$ cat src/rtl/mips_pkg.sv
// Shared definitions for the MIPS pipeline: register index width,
// the hard-wired zero register and the default register count.
package mips_pkg;

    localparam int REG_IDX_W = 5;
    localparam logic [REG_IDX_W-1:0] ZERO_REG = 5'd0;
    localparam int NREGS_DEFAULT = 32;

    // True when an index names a register that physically exists.
    function automatic logic idx_in_range(input logic [REG_IDX_W-1:0] idx, input int nregs);
        return (int'(idx) < nregs);
    endfunction

endpackage

$ cat src/rtl/regfile_2r1w.sv
// Raw register storage: one synchronous write port, two asynchronous
// read ports, synchronous active-low clear. Knows nothing about $0
// or bypassing; the caller owns those rules.
module regfile_2r1w
    import mips_pkg::*;
#(
    parameter int size  = 31,
    parameter int nregs = NREGS_DEFAULT
) (
    input  logic                 clk,
    input  logic                 rst_n,
    input  logic                 we,
    input  logic [REG_IDX_W-1:0] wa,
    input  logic [size:0]        wd,
    input  logic [REG_IDX_W-1:0] ra1,
    input  logic [REG_IDX_W-1:0] ra2,
    output logic [size:0]        rd1,
    output logic [size:0]        rd2
);

    logic [size:0]    mem_reg [nregs];
    logic [nregs-1:0] wsel;

    // One-hot write decode, one select line per storage entry.
    genvar gi;
    generate
        for (gi = 0; gi < nregs; gi++) begin : g_wsel
            assign wsel[gi] = we && (wa == REG_IDX_W'(gi));
        end
    endgenerate

    // Clear everything on reset, otherwise commit into the selected entry.
    always_ff @(posedge clk) begin
        if (!rst_n) begin
            for (int i = 0; i < nregs; i++) begin
                mem_reg[i] <= '0;
            end
        end else begin
            for (int i = 0; i < nregs; i++) begin
                if (wsel[i]) begin
                    mem_reg[i] <= wd;
                end
            end
        end
    end

    // Indices beyond the populated range read as zero.
    assign rd1 = idx_in_range(ra1, nregs) ? mem_reg[ra1] : '0;
    assign rd2 = idx_in_range(ra2, nregs) ? mem_reg[ra2] : '0;

endmodule

$ cat src/rtl/wb_regfile.sv
// Write-back stage plus architectural register file. Selects the
// write-back result, commits it, serves two decode read ports with a
// same-cycle bypass of the W-stage write, and counts committed writes.
module wb_regfile
    import mips_pkg::*;
#(
    parameter int size  = 31,
    parameter int nregs = NREGS_DEFAULT
) (
    input  logic                 clk,
    input  logic                 rst_n,
    input  logic                 RegWriteW,
    input  logic                 MemtoRegW,
    input  logic [size:0]        ReadDataW,
    input  logic [size:0]        ALUOutW,
    input  logic [REG_IDX_W-1:0] WriteRegW,
    input  logic [REG_IDX_W-1:0] A1,
    input  logic [REG_IDX_W-1:0] A2,
    output logic [size:0]        RD1,
    output logic [size:0]        RD2,
    output logic [size:0]        ResultW,
    output logic [31:0]          WriteCountW
);

    logic                          we;
    logic [size:0]                 rf_rd1;
    logic [size:0]                 rf_rd2;
    logic [31:0]                   count_reg;
    logic [31:0]                   count_next;
    logic [1:0][REG_IDX_W-1:0]     port_addr;
    logic [1:0][size:0]            port_raw;
    logic [1:0][size:0]            port_rd;

    // Result mux is purely combinational and ignores reset.
    assign ResultW = MemtoRegW ? ReadDataW : ALUOutW;

    // A commit needs reset released, a write request, a non-zero
    // destination and a destination that actually exists.
    assign we = rst_n & RegWriteW & (WriteRegW != ZERO_REG) & idx_in_range(WriteRegW, nregs);

    regfile_2r1w #(
        .size  (size),
        .nregs (nregs)
    ) u_storage (
        .clk   (clk),
        .rst_n (rst_n),
        .we    (we),
        .wa    (WriteRegW),
        .wd    (ResultW),
        .ra1   (A1),
        .ra2   (A2),
        .rd1   (rf_rd1),
        .rd2   (rf_rd2)
    );

    assign port_addr = {A2, A1};
    assign port_raw  = {rf_rd2, rf_rd1};

    genvar gi;
    generate
        for (gi = 0; gi < 2; gi++) begin : g_port
            logic [size:0] sel_rd;

            // Read priority: reset/$0 force zero, then the W-stage bypass, then storage.
            always_comb begin
                sel_rd = '0;
                if (!rst_n || port_addr[gi] == ZERO_REG) begin
                    sel_rd = '0;
                end else if (we && port_addr[gi] == WriteRegW) begin
                    sel_rd = ResultW;
                end else begin
                    sel_rd = port_raw[gi];
                end
            end

            assign port_rd[gi] = sel_rd;
        end
    endgenerate

    assign RD1 = port_rd[0];
    assign RD2 = port_rd[1];

    // Commit counter wraps naturally at 2^32.
    assign count_next = count_reg + 32'd1;

    // Count only writes that actually land in the register file.
    always_ff @(posedge clk) begin
        if (!rst_n) begin
            count_reg <= '0;
        end else if (we) begin
            count_reg <= count_next;
        end
    end

    assign WriteCountW = count_reg;

endmodule

$ cat config.mk
export PLATFORM = sky130hd
export DESIGN_NAME = wb_regfile
export DESIGN_NICKNAME = d
export VERILOG_FILES = /design/src/rtl/mips_pkg.sv /design/src/rtl/regfile_2r1w.sv /design/src/rtl/wb_regfile.sv
export SDC_FILE = /design/constraint.sdc
export NUM_CORES = 2
export LEC_CHECK = 0
export BUFFER_PORTS_ARGS = -buffer_cell sky130_fd_sc_hd__buf_2
export CAP_MARGIN = 15
export CORE_MARGIN = 8
export CORE_UTILIZATION = 55
export DETAILED_ROUTE_END_ITERATION = 7
export PLACE_DENSITY_LB_ADDON = 0.25
export SKIP_CTS_REPAIR_TIMING = 1
export SLEW_MARGIN = 40
export SYNTH_ARGS = -nofsm -noshare
export SYNTH_HDL_FRONTEND = slang
export SYNTH_SLANG_ARGS = --single-unit
export TNS_END_PERCENT = 1
$ cat constraint.sdc
create_clock -name clk -period 4.55 [get_ports clk]
set_input_delay 0.455 -clock clk [delete_from_list [all_inputs] [get_ports clk]]
set_output_delay 0.455 -clock clk [all_outputs]
set_load 0.05 [all_outputs]
# Word-level counts from Yosys, hierarchy flattened

Memories as Yosys holds them, arrays and structs flattened.
Index checks and enable logic that the tools add are counted.
Widths: inputs -> output; s select.

Flip-flop bits (word level): 32
Memory bits (writable): 1,024
Output and inout bits: 128
Memories kept: 1

Add/subtract/negate cells: 1
Equal/unequal tests: 33
Muxes and demuxes: 134
Bitwise logic cells: 34
Reductions and logical operators: 41

Memory list:

| name              | depth | width | read ports | clocked after memory_dff | wr ports | RTL line           | RTL |
|---|---|---|---|---|---|---|---|
| u_storage.mem_reg | 32    | 32    | 2          | 0                        | 32       | regfile_2r1w.sv:21 | `logic [size:0] mem_reg [nregs];` |

Operators with widths:

| cell                  | count |
|---|---|
| $mux 32               | 37 |
| $mux 1                | 97 |
| $eq 5x5->1 const B    | 16 |
| $eq 5x4->1 const B    | 8 |
| $logic_and 1x1->1     | 34 |
| $add 32x1->32 const B | 1 |
| $or 1x1->1            | 32 |
| $eq 5x3->1 const B    | 4 |
| $logic_not 5->1       | 3 |
| $eq 5x2->1 const B    | 2 |
| $eq 5x5->1            | 2 |
| $eq 5x1->1 const B    | 1 |
| $reduce_bool 5->1     | 1 |
| $and 1x1->1           | 2 |
| $logic_or 1x1->1      | 2 |
| $logic_not 1->1       | 1 |

# Depth between registers and ports, before layout

Depth in word-level cells: 7
Mapped depth: 10
Gate-level depth less buffers: 5

# Cells and area by module

From an unflattened synthesis, not the netlist that was laid out.

Cell total of the unflattened synthesis: 4,561
Area total of the unflattened synthesis: 54,641.2 um2

Modules (own cells, without submodules):

| module       | instances | cells an instance | area an instance (um2) | seq. area each (um2) |
|---|---|---|---|---|
| regfile_2r1w | 1         | 4,144             | 51,610.7               | 30,749.5 |
| wb_regfile   | 1         | 417               | 3,030.4                | 640.6 |

# Least setup slack after synthesis

No wires, ideal clock.

Path kind: input to register
From: in WriteRegW[3]
To: mem u_storage.mem_reg[24][0] (netlist bit) (enable)
Data arrival time: 3.452 ns
Slack: 0.632 ns
Cell stages on the path: 4
Path buffers: 1
Cell sequence: clkbuf_1 -> nor2b_1 -> nand2_1 -> o21ai_0

RTL lines:

| item            | RTL line           | RTL |
|---|---|---|
| start, declared | wb_regfile.sv:16   | `input logic [REG_IDX_W-1:0] WriteRegW,` |
| end, declared   | regfile_2r1w.sv:21 |  |

# Worst setup path in the final report

From: in A1[2]
To: out RD1[12]

Cells in the longest elaborated chain, start to end: 4
Elaborated cells on any way between the ends: 7

Ends and longest elaborated chain:

| item                                                                  | RTL line         | RTL |
|---|---|---|
| start, declared                                                       | wb_regfile.sv:17 | `input logic [REG_IDX_W-1:0] A1,` |
| parallel branches: the longest is 3 deep, another holds $mem_v2 32x32 | --               |  |
| $mux 32 (*)                                                           | wb_regfile.sv:67 | `if (!rst_n \|\| port_addr[gi] == ZERO_REG) begin` |
| end, declared                                                         | wb_regfile.sv:19 | `output logic [size:0] RD1,` |

Mark *: on every way between the ends.

==> reports/metrics.yaml <==
outcome:
  outcome: "finished clean"
sta:
  fin_crit_sh_pct: 88.7
  slew_viol_final: 0
  final.setup_skew_ns: 0.0227
  fin_setup_tns_ns: 0
  worstMarginPinSlew_ns: 0.926
  setup_slack_ns: 0.512
  max_freq_mhz: 248
  whs_ns: 0.226
  final_hold_viol_count: 0
  fin_crit_ns: 4.04
  rsz0062_at_grt: "false"
  slew_headroom_pct: 38.1
  setup_viol: 0
setup_path:
  cp_slowest_cell: "a211oi_1"
  worst_path_dominant_cell_family: "buffers and inverters"
  cp-end-kind: "output pin"
  reg2reg_slack_ns: 2.14
  crit_path_max_incr_delay_ns: 0.71
  crit_arrival_ns: 3.58
  required_ns: 4.09
  rr_startpoint: "WriteCountW[8]$_SDFFE_PN0P_"
  path_buf_inv: 3
  path_cells: "buf_2 -> nand3b_1 -> buf_4 -> o22ai_1 -> a211oi_1 -> o2bb2ai_1 -> buf_2"
  r2r_end: "WriteCountW[31]$_SDFFE_PN0P_"
  start_kind: "primary input"
  cp_max_fo: 22
  path_class: "in2out"
  crit_path_frequent_cell: "buf_2"
  r2r_cells: 5
route:
  vias_per_cell: 7.39
  remaining_drc_errors: 0
  wirelength_mm: 185
  drt_first_pass_iters: 7
  routedWlPerCell_um: 37.1
  drt_iter0_drc: 6983
  ant_nets: 0
  vias: 36800
cells_and_area:
  final_cells: 4981
  multi_input_area_mm2: 0.0200
  syn_to_final_growth_pct: 14.9
  largest_reg_flops: 1024
  utilization_pct: 63.5
  postLayoutCellArea_mm2: 0.0600
  drive_gt1_share_pct: 30.1
  register_area_mm2: 0.0314
  fill_cells: 6563
  nets: 3705
placed_design:
  dp_slack_ns: 0.868
  gp_congestion: 0.913
  io_buffers: 210
  dp_cells: 4775
  hpwl_mm: 116
  placedInstanceArea_mm2: 0.0562
yosys:
  yosysWarnings: 0
  async_flop_share_pct: 0
  synth_ff_type: "edfxtp_1"
  syn_avg_cell_area_um2: 15.3
  synth_area_mm2: 0.0522
  yosysSeqAreaShare_pct: 60.1
  synthDistinctLibCells: 56
  synth_top_area_share_pct: 58.9
  synth_commonest_cells: "edfxtp_1, nor2_1, mux4_2"
  yosysTopAreaCell: "edfxtp_1"
  yosysMostFrequentCell: "edfxtp_1"
  synth-edff-count: 1024
  syn_inst: 3420
  synth_area_leaders: "edfxtp_1, mux4_2, mux2i_1"
  synth_seq_cells: 1056
min_path:
  min_from: "ReadDataW[10]"
  holdPathStages: 3
  hp-class: "in2reg"
  worstHoldEndpoint: "u_storage.mem_reg[17][10]$_SDFFCE_PN0P_"
grt:
  antenna_found_initial: 7
  grt_usage_pct: 34.5
  grt_overflow: 0
  grt_pass1_wl_mm: 259
  grt_max_degree: 57
  grt_pass1_vias: 36500
floorplanning:
  die_x_um: 324
  die_h_um: 324
  die_area_mm2: 0.105
  core_area_mm2: 0.0946
  num_rows: 113
  start_util_pct: 55.2
  io_pins: 211
clocking:
  numCtsBuffers: 105
  cts_root_buffer: "clkbuf_16"
  clock_path_buffers: 3
  clkTransAtPathRegs_ns: 0.06
  htree_levels: 3
  clock-sinks: 1056
  cts_tree: "yes"
  worst_skew_pair.late_latency_ns: 0.70
power:
  peakVddDrop_mv: 0.296
  p_comb_share_pct: 14.7
  power_mw: 24.6
  seqPwrFrac_pct: 47.7
  p_sw_share_pct: 26.2
  p_clk_share_pct: 37.6
  p_int_mw: 18.2
  p_per_area_mw_per_mm2: 410
  leakage_nw: 21.3
  p_switching_mw: 6.46
flow_run:
  cap_violations: 0
==> tightest hold or removal path, stage by stage <==
cell     delay, ns
buf_2         0.09
mux2i_2       0.12
nor2_1        0.12
==> final cells by class <==
type	instances	share of cell area, %
flip-flops and latches	1056	52.3
multi-input cells	1991	33.3
repair buffers	404	5.32
clock buffers	132	4.70
well taps	1265	2.64
clock inverters	67	1.38
inverters	63	0.398
diodes	3	0.0125
==> power by group through the flow <==
| stage | Combinational [mW] | Sequential (mW) | Clock (mW) |
|---|---|---|---|
| floorplan | 2.20 | 11.8 | 0 |
| global placement | 3.40 | 11.8 | 0 |
| detailed placement | 3.48 | 11.9 | 0 |
| CTS | 3.50 | 11.7 | 9.26 |
| global route | 3.69 | 11.8 | 9.61 |
| finish | 3.61 | 11.7 | 9.27 |
==> routing by layer <==
| metal | share of wire (%) | vias to the layer above | global-route usage (%) |
|---|---|---|---|
| met1 | 33 | 18500 | 45.0 |
| li1 | - | 14000 | - |
| met3 | 17 | 743 | 12.7 |
| met4 | 6.2 | 4 | 17.9 |
| met2 | 44 | 3608 | 51.0 |
| met5 | 0.015 | - | 0 |
==> layout by cell type (no fill, tap or decap), drive strengths merged, types with 57 or more instances in the layout <==
cell type / instances
buf: 404
edfxtp: 1024
clkbuf: 132
mux2i: 274
nand2: 72
nand3: 57
a22oi: 159
mux4: 430
nor2: 608
inv: 67
==> worst max-delay path by stage <==
| stage | to | depth (start not counted) | from |
|---|---|---|---|
| 3_3_place_gp | RD1[0] | 8 | A1[2] |
| 3_5_place_dp | RD1[0] | 8 | A1[2] |
| 2_1_floorplan | u_storage.mem_reg[24][0]$_DFFE_PP_ | 4 | WriteRegW[3] |
| 6_report | RD1[12] | 7 | A1[2] |
| 4_1_cts | RD1[16] | 7 | A1[2] |
| 5_1_grt | RD1[12] | 7 | A1[2] |
==> cell families (layout without fill, tap and decap cells) <==
| family | count (synthesis) | in the layout | share of synthesized area (%) |
|---|---|---|---|
| adders and majority gates | 1 | 1 | 0.0240 |
| buffers and inverters | 404 | 666 | 3.19 |
| DFF | 1056 | 1056 | 60.1 |
| AOI/OAI and AO/OA | 398 | 398 | 5.73 |
| other | 1 | 35 | 0.00718 |
| and+or+nand+nor | 822 | 822 | 6.52 |
| xor gates and xnor gates | 21 | 21 | 0.352 |
| muxes | 717 | 717 | 24.1 |
Power figures use the tool's default switching activity.
